`src/rtl/kgp_core_pkg.sv`:
```
// kgp_core_pkg
// Shared definitions for the instruction-sequencing core.
//   state_t              : sequencer FSM encoding (IDLE, FETCH, ISSUE, EXEC, HALTED)
//   PC_STEP              : sequential PC increment (one 32-bit instruction word)
//   DEFAULT_RESET_VECTOR : default PC loaded on reset
package kgp_core_pkg;

  typedef enum logic [2:0] {
    IDLE   = 3'd0,
    FETCH  = 3'd1,
    ISSUE  = 3'd2,
    EXEC   = 3'd3,
    HALTED = 3'd4
  } state_t;

  localparam logic [31:0] PC_STEP              = 32'd4;
  localparam logic [31:0] DEFAULT_RESET_VECTOR = 32'h0000_0000;

endpackage

```
`src/rtl/pc_sequencer.sv`:
```
// pc_sequencer
// Fetch / issue / execute sequencer holding the program counter. Each
// instruction is fetched from instruction memory, presented to decode until
// accepted, then held until execution reports completion, at which point the
// PC is redirected (taken branch/jump) or advanced by one word.
//
// Handshakes:
//   - ImemReq stays high for the whole FETCH state; the cycle that ImemAck is
//     high at a rising edge, InstrIn is captured. ImemAck in any other state
//     is ignored.
//   - InstrValid stays high for the whole ISSUE state; decode accepts on the
//     first rising edge with Stall=0. InstrOut/PCOut never change while
//     InstrValid=1.
//   - ExecDone is only looked at in EXEC; JCout, UncondJump, JumpAddr and Halt
//     are only meaningful on that same edge.
//
// Parameters:
//   RESET_VECTOR : PC loaded on reset
// Ports:
//   clk, rst              : clock, synchronous active-high reset
//   ImemReq, ImemAddr     : instruction read request and address (= PC)
//   ImemAck, InstrIn      : read completion and returned word
//   InstrOut, PCOut       : registered instruction and its PC
//   InstrValid            : InstrOut/PCOut valid for decode
//   Stall                 : decode back-pressure
//   ExecDone              : current instruction finished
//   JCout, UncondJump     : conditional-taken / unconditional jump
//   JumpAddr              : redirect target (word aligned on use)
//   Halt                  : current instruction is a halt
//   Halted                : sequencer stopped until reset
//   TakenCnt              : saturating count of taken redirects
//                           (only when TAKEN_COUNT_EN is defined)
//
// Build option: define TAKEN_COUNT_EN to add the TakenCnt output and counter.
module pc_sequencer
  import kgp_core_pkg::*;
#(
  parameter logic [31:0] RESET_VECTOR = DEFAULT_RESET_VECTOR
) (
  input  logic        clk,
  input  logic        rst,
  output logic        ImemReq,
  output logic [31:0] ImemAddr,
  input  logic        ImemAck,
  input  logic [31:0] InstrIn,
  output logic [31:0] InstrOut,
  output logic        InstrValid,
  output logic [31:0] PCOut,
  input  logic        Stall,
  input  logic        ExecDone,
  input  logic        JCout,
  input  logic        UncondJump,
  input  logic [31:0] JumpAddr,
  input  logic        Halt,
  output logic        Halted
`ifdef TAKEN_COUNT_EN
  ,
  output logic [15:0] TakenCnt
`endif
);

  state_t      state;
  state_t      state_next;
  logic [31:0] pc;
  logic [31:0] pc_next;
  logic [31:0] instr_q;
  logic [31:0] pc_out_q;
  logic        capture;
  logic        retire;
  logic        taken;

  // Target low bits are discarded: redirects are always word aligned.
  logic        unused_jump_low;
  assign unused_jump_low = ^JumpAddr[1:0];

  assign taken   = JCout | UncondJump;
  // Plain 32-bit add: wraps from 32'hFFFF_FFFC to 32'h0000_0000.
  assign pc_next = taken ? {JumpAddr[31:2], 2'b00} : pc + PC_STEP;

  // Next-state logic. retire marks a completed non-halt instruction; a halt
  // wins over any branch and leaves the PC untouched.
  always_comb begin
    state_next = state;
    capture    = 1'b0;
    retire     = 1'b0;
    unique case (state)
      IDLE: begin
        state_next = FETCH;
      end
      FETCH: begin
        if (ImemAck) begin
          capture    = 1'b1;
          state_next = ISSUE;
        end
      end
      ISSUE: begin
        if (!Stall) begin
          state_next = EXEC;
        end
      end
      EXEC: begin
        if (ExecDone) begin
          if (Halt) begin
            state_next = HALTED;
          end else begin
            retire     = 1'b1;
            state_next = FETCH;
          end
        end
      end
      HALTED: begin
        state_next = HALTED;
      end
      default: begin
        state_next = IDLE;
      end
    endcase
  end

  always_ff @(posedge clk) begin
    if (rst) begin
      state    <= IDLE;
      pc       <= RESET_VECTOR;
      instr_q  <= 32'h0000_0000;
      pc_out_q <= 32'h0000_0000;
    end else begin
      state <= state_next;
      if (retire) begin
        pc <= pc_next;
      end
      if (capture) begin
        instr_q  <= InstrIn;
        pc_out_q <= pc;
      end
    end
  end

  // Outputs decode only the registered state.
  assign ImemReq    = (state == FETCH);
  assign ImemAddr   = pc;
  assign InstrValid = (state == ISSUE);
  assign Halted     = (state == HALTED);
  assign InstrOut   = instr_q;
  assign PCOut      = pc_out_q;

`ifdef TAKEN_COUNT_EN
  logic [15:0] taken_cnt;

  always_ff @(posedge clk) begin
    if (rst) begin
      taken_cnt <= 16'h0000;
    end else if (retire && taken && (taken_cnt != 16'hFFFF)) begin
      taken_cnt <= taken_cnt + 16'd1;
    end
  end

  assign TakenCnt = taken_cnt;
`endif

endmodule

```
`config.mk`:
```
export PLATFORM = sky130hd
export DESIGN_NAME = pc_sequencer
export DESIGN_NICKNAME = d
export VERILOG_FILES = /design/src/rtl/kgp_core_pkg.sv /design/src/rtl/pc_sequencer.sv
export SDC_FILE = /design/constraint.sdc
export NUM_CORES = 1
export LEC_CHECK = 0
export ABC_AREA = 1
export ABC_CLOCK_PERIOD_IN_PS = 1590
export CAP_MARGIN = 30
export CORE_ASPECT_RATIO = 0.75
export CORE_MARGIN = 2
export CORE_UTILIZATION = 45
export DETAILED_ROUTE_END_ITERATION = 7
export PLACE_DENSITY_LB_ADDON = 0.12
export REMOVE_ABC_BUFFERS = 1
export SLEW_MARGIN = 20
export SYNTH_ARGS = -nofsm -noshare
export SYNTH_HDL_FRONTEND = slang
export SYNTH_SLANG_ARGS = --single-unit
```
`constraint.sdc`:
```
create_clock -name clk -period 1.59 [get_ports clk]
set_clock_uncertainty 0.1 [all_clocks]
set_input_delay 0.477 -clock clk [delete_from_list [all_inputs] [get_ports clk]]
set_output_delay 0.477 -clock clk [all_outputs]
set_load 0.02 [all_outputs]
```
## Word level (Yosys, flattened, before mapping)

Cells that the tools add are included.

| word-level totals | value |
|---|---|
| word-level logic and storage cells | 26 |
| register bits after elaboration | 99 |
| output and inout bits | 99 |

| cells by class | value |
|---|---|
| bitwise operators | 1 |
| reduce and logical (&&, ||, !) cells | 2 |
| mux-type cells | 11 |
| add/sub/neg operators | 1 |
| equality and inequality tests | 7 |

Operators by type and width:

| cell | count |
|---|---|
| $add 32x3->32 const B | 1 |
| $mux 32 | 1 |
| $pmux 3 s5 | 1 |
| $mux 3 | 4 |
| $eq 3x2->1 const B | 2 |
| $mux 1 | 5 |
| $ne 2x2->1 const B | 2 |
| $eq 3x1->1 const B | 1 |
| $eq 3x3->1 const B | 1 |
| $logic_not 3->1 | 1 |
| $reduce_and 3->1 | 1 |
| $ne 2x1->1 const B | 1 |
| $or 1x1->1 | 1 |

## Depth between registers and ports, before layout

| depth | value |
|---|---|
| word-level depth | 3 |
| mapped depth | 10 |
| mapped depth without buffers | 10 |

## Least setup slack after synthesis

OpenSTA, ideal clock, no wires.

| path | value |
|---|---|
| path type | register -> register |
| start | reg pc[3] (netlist: ImemAddr[3]) |
| end | reg pc[20] (netlist: ImemAddr[20]) |
| required time | 1,355 ps |
| slack | -71 ps |
| arrival time | 1,426 ps |
| stages on the path, launching flop included | 11 |
| buffers on the path | 0 |
| cell sequence | dfxtp_1 ha_1 nand2_1 nor2_2 nand2_1 nor2_2 nand2_1 nand2_1 nand3_1 nand2_1 a21oi_1 |

| on the way | value |
|---|---|
| longest elaborated chain between the ends | 2 |

Ends and longest elaborated chain:

| item | line | text |
|---|---|---|
| start: declaration | pc_sequencer.sv:64 | `logic [31:0] pc;` |
| start signal: assignment | pc_sequencer.sv:129 | `pc <= pc_next;` |
| $add 32x3->32 | pc_sequencer.sv:78 | `assign pc_next = taken ? {JumpAddr[31:2], 2'b00} : pc + PC_STEP;` |
| $mux 32 | pc_sequencer.sv:78 |  |

Every way passes these cells.
A chain may end at the register's enable or synchronous reset.

## Worst setup path after layout

| path | value |
|---|---|
| start | reg state[0] |
| end | reg instr_q[10] (netlist: InstrOut[10]) |

| on the way | value |
|---|---|
| longest elaborated chain between the ends | 2 |

Ends and longest elaborated chain:

| item | line | text |
|---|---|---|
| start: declaration | pc_sequencer.sv:62 | `state_t state;` |
| start signal: assignment | pc_sequencer.sv:127 | `state <= state_next;` |
| $eq 3x1->1 | pc_sequencer.sv:86 | `unique case (state)` |
| $mux 1 | pc_sequencer.sv:86 |  |
| end signal: assignment | pc_sequencer.sv:132 | `instr_q <= InstrIn;` |
| end: declaration | pc_sequencer.sv:66 | `logic [31:0] instr_q;` |

Every way passes these cells.

==> impl_results.md <==
- Antenna Cells: 0
- Clock tree buffer depth: 2
- Total negative slack: -6624 ps
- Flops & latches, synth: 95
- Chip height: just over 90 um
- Setup ws final: -150.2 ps
- Failing checks: setup timing
- Worst path max stage delay: ~390 ps
- Placed Instance Area: a little under 7000 sq um
- Final net count: around 1000
- Layout cells sized above 1: 38.39%
- Maximum Capacitance Violations: 0
- 1st-iter DRT viols: 582
- Vias in the first global route: between 5000 and 6000
- Final Hold Fails: 0
- Die Area: 10960 sq um
- Post-Route Utilization: 82.93%
- CP Data Required Time: 1730 ps
- Mapped Cells: 686
- CTS tree: built
- Seq pwr share: ~38%
- Switching pwr: around 2.5 mW
- Synthesis-to-finish area growth: 77.13%
- Port bufs: 164
- CP delay by family, top: buffers and inverters
- # placed instances: a little over 1000
- PwrDens: roughly 900 nW/um^2
- Crit end category: flop
- Multi-input gate area: 2902 sq um
- Total CTS buffers: 9
- Combinational Power Share: approximately a third
- Largest net degree at the start of global routing: 41
- Post-route ant nets: 0
- Final non-filler cell total: approximately 1100
- Place WS: -472.0 ps
- Post-synthesis cell area: 4558 sq um
- Startpoint types: flop
- Core area: around 9700 sq um
- Drt first pass iters: 5
- Root Driver: clkbuf_16
- FP Rows: 31
- Worst skew pair latency: 350 ps
- Final Cell Area: around 8100 sq um
- CTS H-tree depth: 3
- Dpl hpwl: ~11000 um
- Initial Util: between 40 and 50%
- Worst Path Max Fanout: 7
- Number of vias per cell: roughly 5.5
- Synth Area per Inst: between 6 and 7 sq um
- Residual DRC count: 0
- Initial antenna violation count: 0
- Hold-fix buffers at CTS: 0
- Final period util: 109.4%
- Sequential fraction of the synthesis area: 41.72%
- Hold WC Path Type: reg -> reg
- Crit path kind: reg -> reg
- Static Leak: around 3.2 nW
- WL/cell: between 15 and 20 um
- Final setup viols: 72
- Worst path cell trace: inv_4 -> nor2_4 -> nand2_2 -> buf_6 -> nor2_4 -> buf_12 -> buf_12 -> inv_16 -> buf_12 -> nor2_4 -> nor2_1
- Layout fillers: 600
- Clock transition at the registers of the reported paths: around 80 ps
- Internal Power: between 4 and 5 mW
- Buffer and inverter count on the worst path: 6
- Final Critical Period: about 1700 ps
- Post-synth cell types: 28
- GRT Total Usage: between 30% and 40%
- Routability cong.: between 0.9 and 1
- Vias: about 5800
- Outcome: finished with violations
- Chip Width: 120.2 um
- Final Max Slew Viols: 0
- First-pass GRT wire length: roughly 27000 um
- Slowest cell on the critical path: dfxtp_4
- CTS Sinks: 95
- # IOs: between 150 and 200
- RSZ-0062 raised after global routing: yes
- CP arrival: approximately 1900 ps
- Min Hold Slack: 414.3 ps
- Total power draw: ~7.4 mW
- Switching Fraction: between 30% and 40%
- Fmax: 574.6 MHz
- Clock power frac: between 20% and 30%
- Aggregate routed wire length: 19530 um
- FF/Latch Area: 1938 sq um
- GRT Residual Overflow: 0
- Yosys warns: 0
- Peak supply drop: around 0.65 mV
## area by class of cell
| cell class | instances | area share, % |
|---|---|---|
| Clock inverter | 7 | 0.7903 |
| Multi-Input combinational cell | 510 | 35.94 |
| Tap cell | 132 | 2.046 |
| Clock buffer | 9 | 2.789 |
| Timing Repair Buffer | 263 | 32.00 |
| Inverter | 46 | 2.433 |
| Sequential cell | 95 | 24.00 |
## per-layer routing
layer | part of all wire, % | vias to the layer above | global-route usage (%)
li1 | - | 2683 | -
met1 | 40 | 2733 | 41.18
met2 | 47 | 331 | 49.72
met3 | 9.9 | 76 | 6.595
met4 | 3.6 | 0 | 7.364
met5 | 0 | - | 0
## synthesized netlist by cell type
| master | number | area share [%] |
|---|---|---|
| nand2_1 | 152 | 13 |
| nor3_2 | 1 | 0.22 |
| a21oi_1 | 51 | 5.6 |
| nand3_1 | 33 | 3.6 |
| buf_2 | 13 | 1.4 |
| dfxtp_1 | 95 | 42 |
| a22oi_1 | 1 | 0.16 |
| and2_1 | 1 | 0.14 |
| conb_1 | 1 | 0.082 |
| clkbuf_1 | 14 | 1.2 |
| inv_2 | 6 | 0.49 |
| nor2_2 | 11 | 1.5 |
| nor3b_1 | 1 | 0.16 |
| o31ai_1 | 1 | 0.16 |
| nand2_2 | 7 | 0.96 |
| a31oi_1 | 3 | 0.41 |
| nand4_1 | 2 | 0.27 |
| buf_6 | 3 | 0.74 |
| nor2_1 | 140 | 12 |
| o21ai_0 | 80 | 8.8 |
| ha_1 | 1 | 0.27 |
| o21ai_1 | 6 | 0.66 |
| buf_4 | 6 | 0.99 |
| buf_1 | 2 | 0.16 |
| inv_1 | 40 | 3.3 |
| nor3_1 | 4 | 0.44 |
| a21oi_2 | 4 | 0.77 |
| nor2_4 | 7 | 1.7 |
## layout by cell type (no fill, tap or decap), drive strengths merged, types with 27 or more instances in the layout
cell           netlist  final
o21ai               86     86
clkbuf              14     64
clkdlybuf4s50        0     67
buf                 24    111
inv                 46     49
nand3               33     33
dfxtp               95     95
clkdlybuf4s15        0     27
nor2               158    158
nand2              159    159
a21oi               55     55
## flip-flops by register name, indices dropped and copies added, names as in the netlist
signal	cells
InstrOut	32
state	3
ImemAddr	30
PCOut	30
## kinds of logic after synthesis
group | share of synthesized area, %
adder cells (fa/ha/maj) | 0.2745
other | 0.08227
AND/OR/NAND/NOR | 33.10
buffers and inverters | 8.262
flip-flops | 41.72
AO/OA/AOI/OAI | 16.55
## power groups by stage
stage	sequential (mW)	clock (mW)	combinational [mW]
after floorplan	3.08	0	0.482
after global placement	2.79	0	1.72
after detailed placement	2.80	0	1.75
after CTS	2.76	2.16	1.98
after global routing	2.81	2.26	2.52
final	2.79	2.18	2.39
## final timing paths
path,depth (start not counted),to,startpoint,slack [ps]
worst min register to register,2,PCOut[3],PCOut[3],410
worst max register to register,11,InstrOut[10],state[0],-150
worst max-delay path,11,InstrOut[10],state[0],-150
worst min-delay path,2,PCOut[3],PCOut[3],410
## tightest hold or removal path, delay by kind of cell (launching register included)
| kind | cells | cell delay (ps) |
|---|---|---|
| flops | 1 | 340 |
| simple gates | 1 | 70 |
| compound gates | 1 | 70 |
## timing repair
action / 4_1_cts / 5_1_grt
endpoints found under the setup margin: 162 / 162
endpoints found under the hold margin: 0 / 0
gates resized for setup: 309 / 252
pin swaps: 9 / 27
setup buffers: 8 / 6
cloned: 8 / 8
No activity file was read; power rests on OpenSTA's default activity.
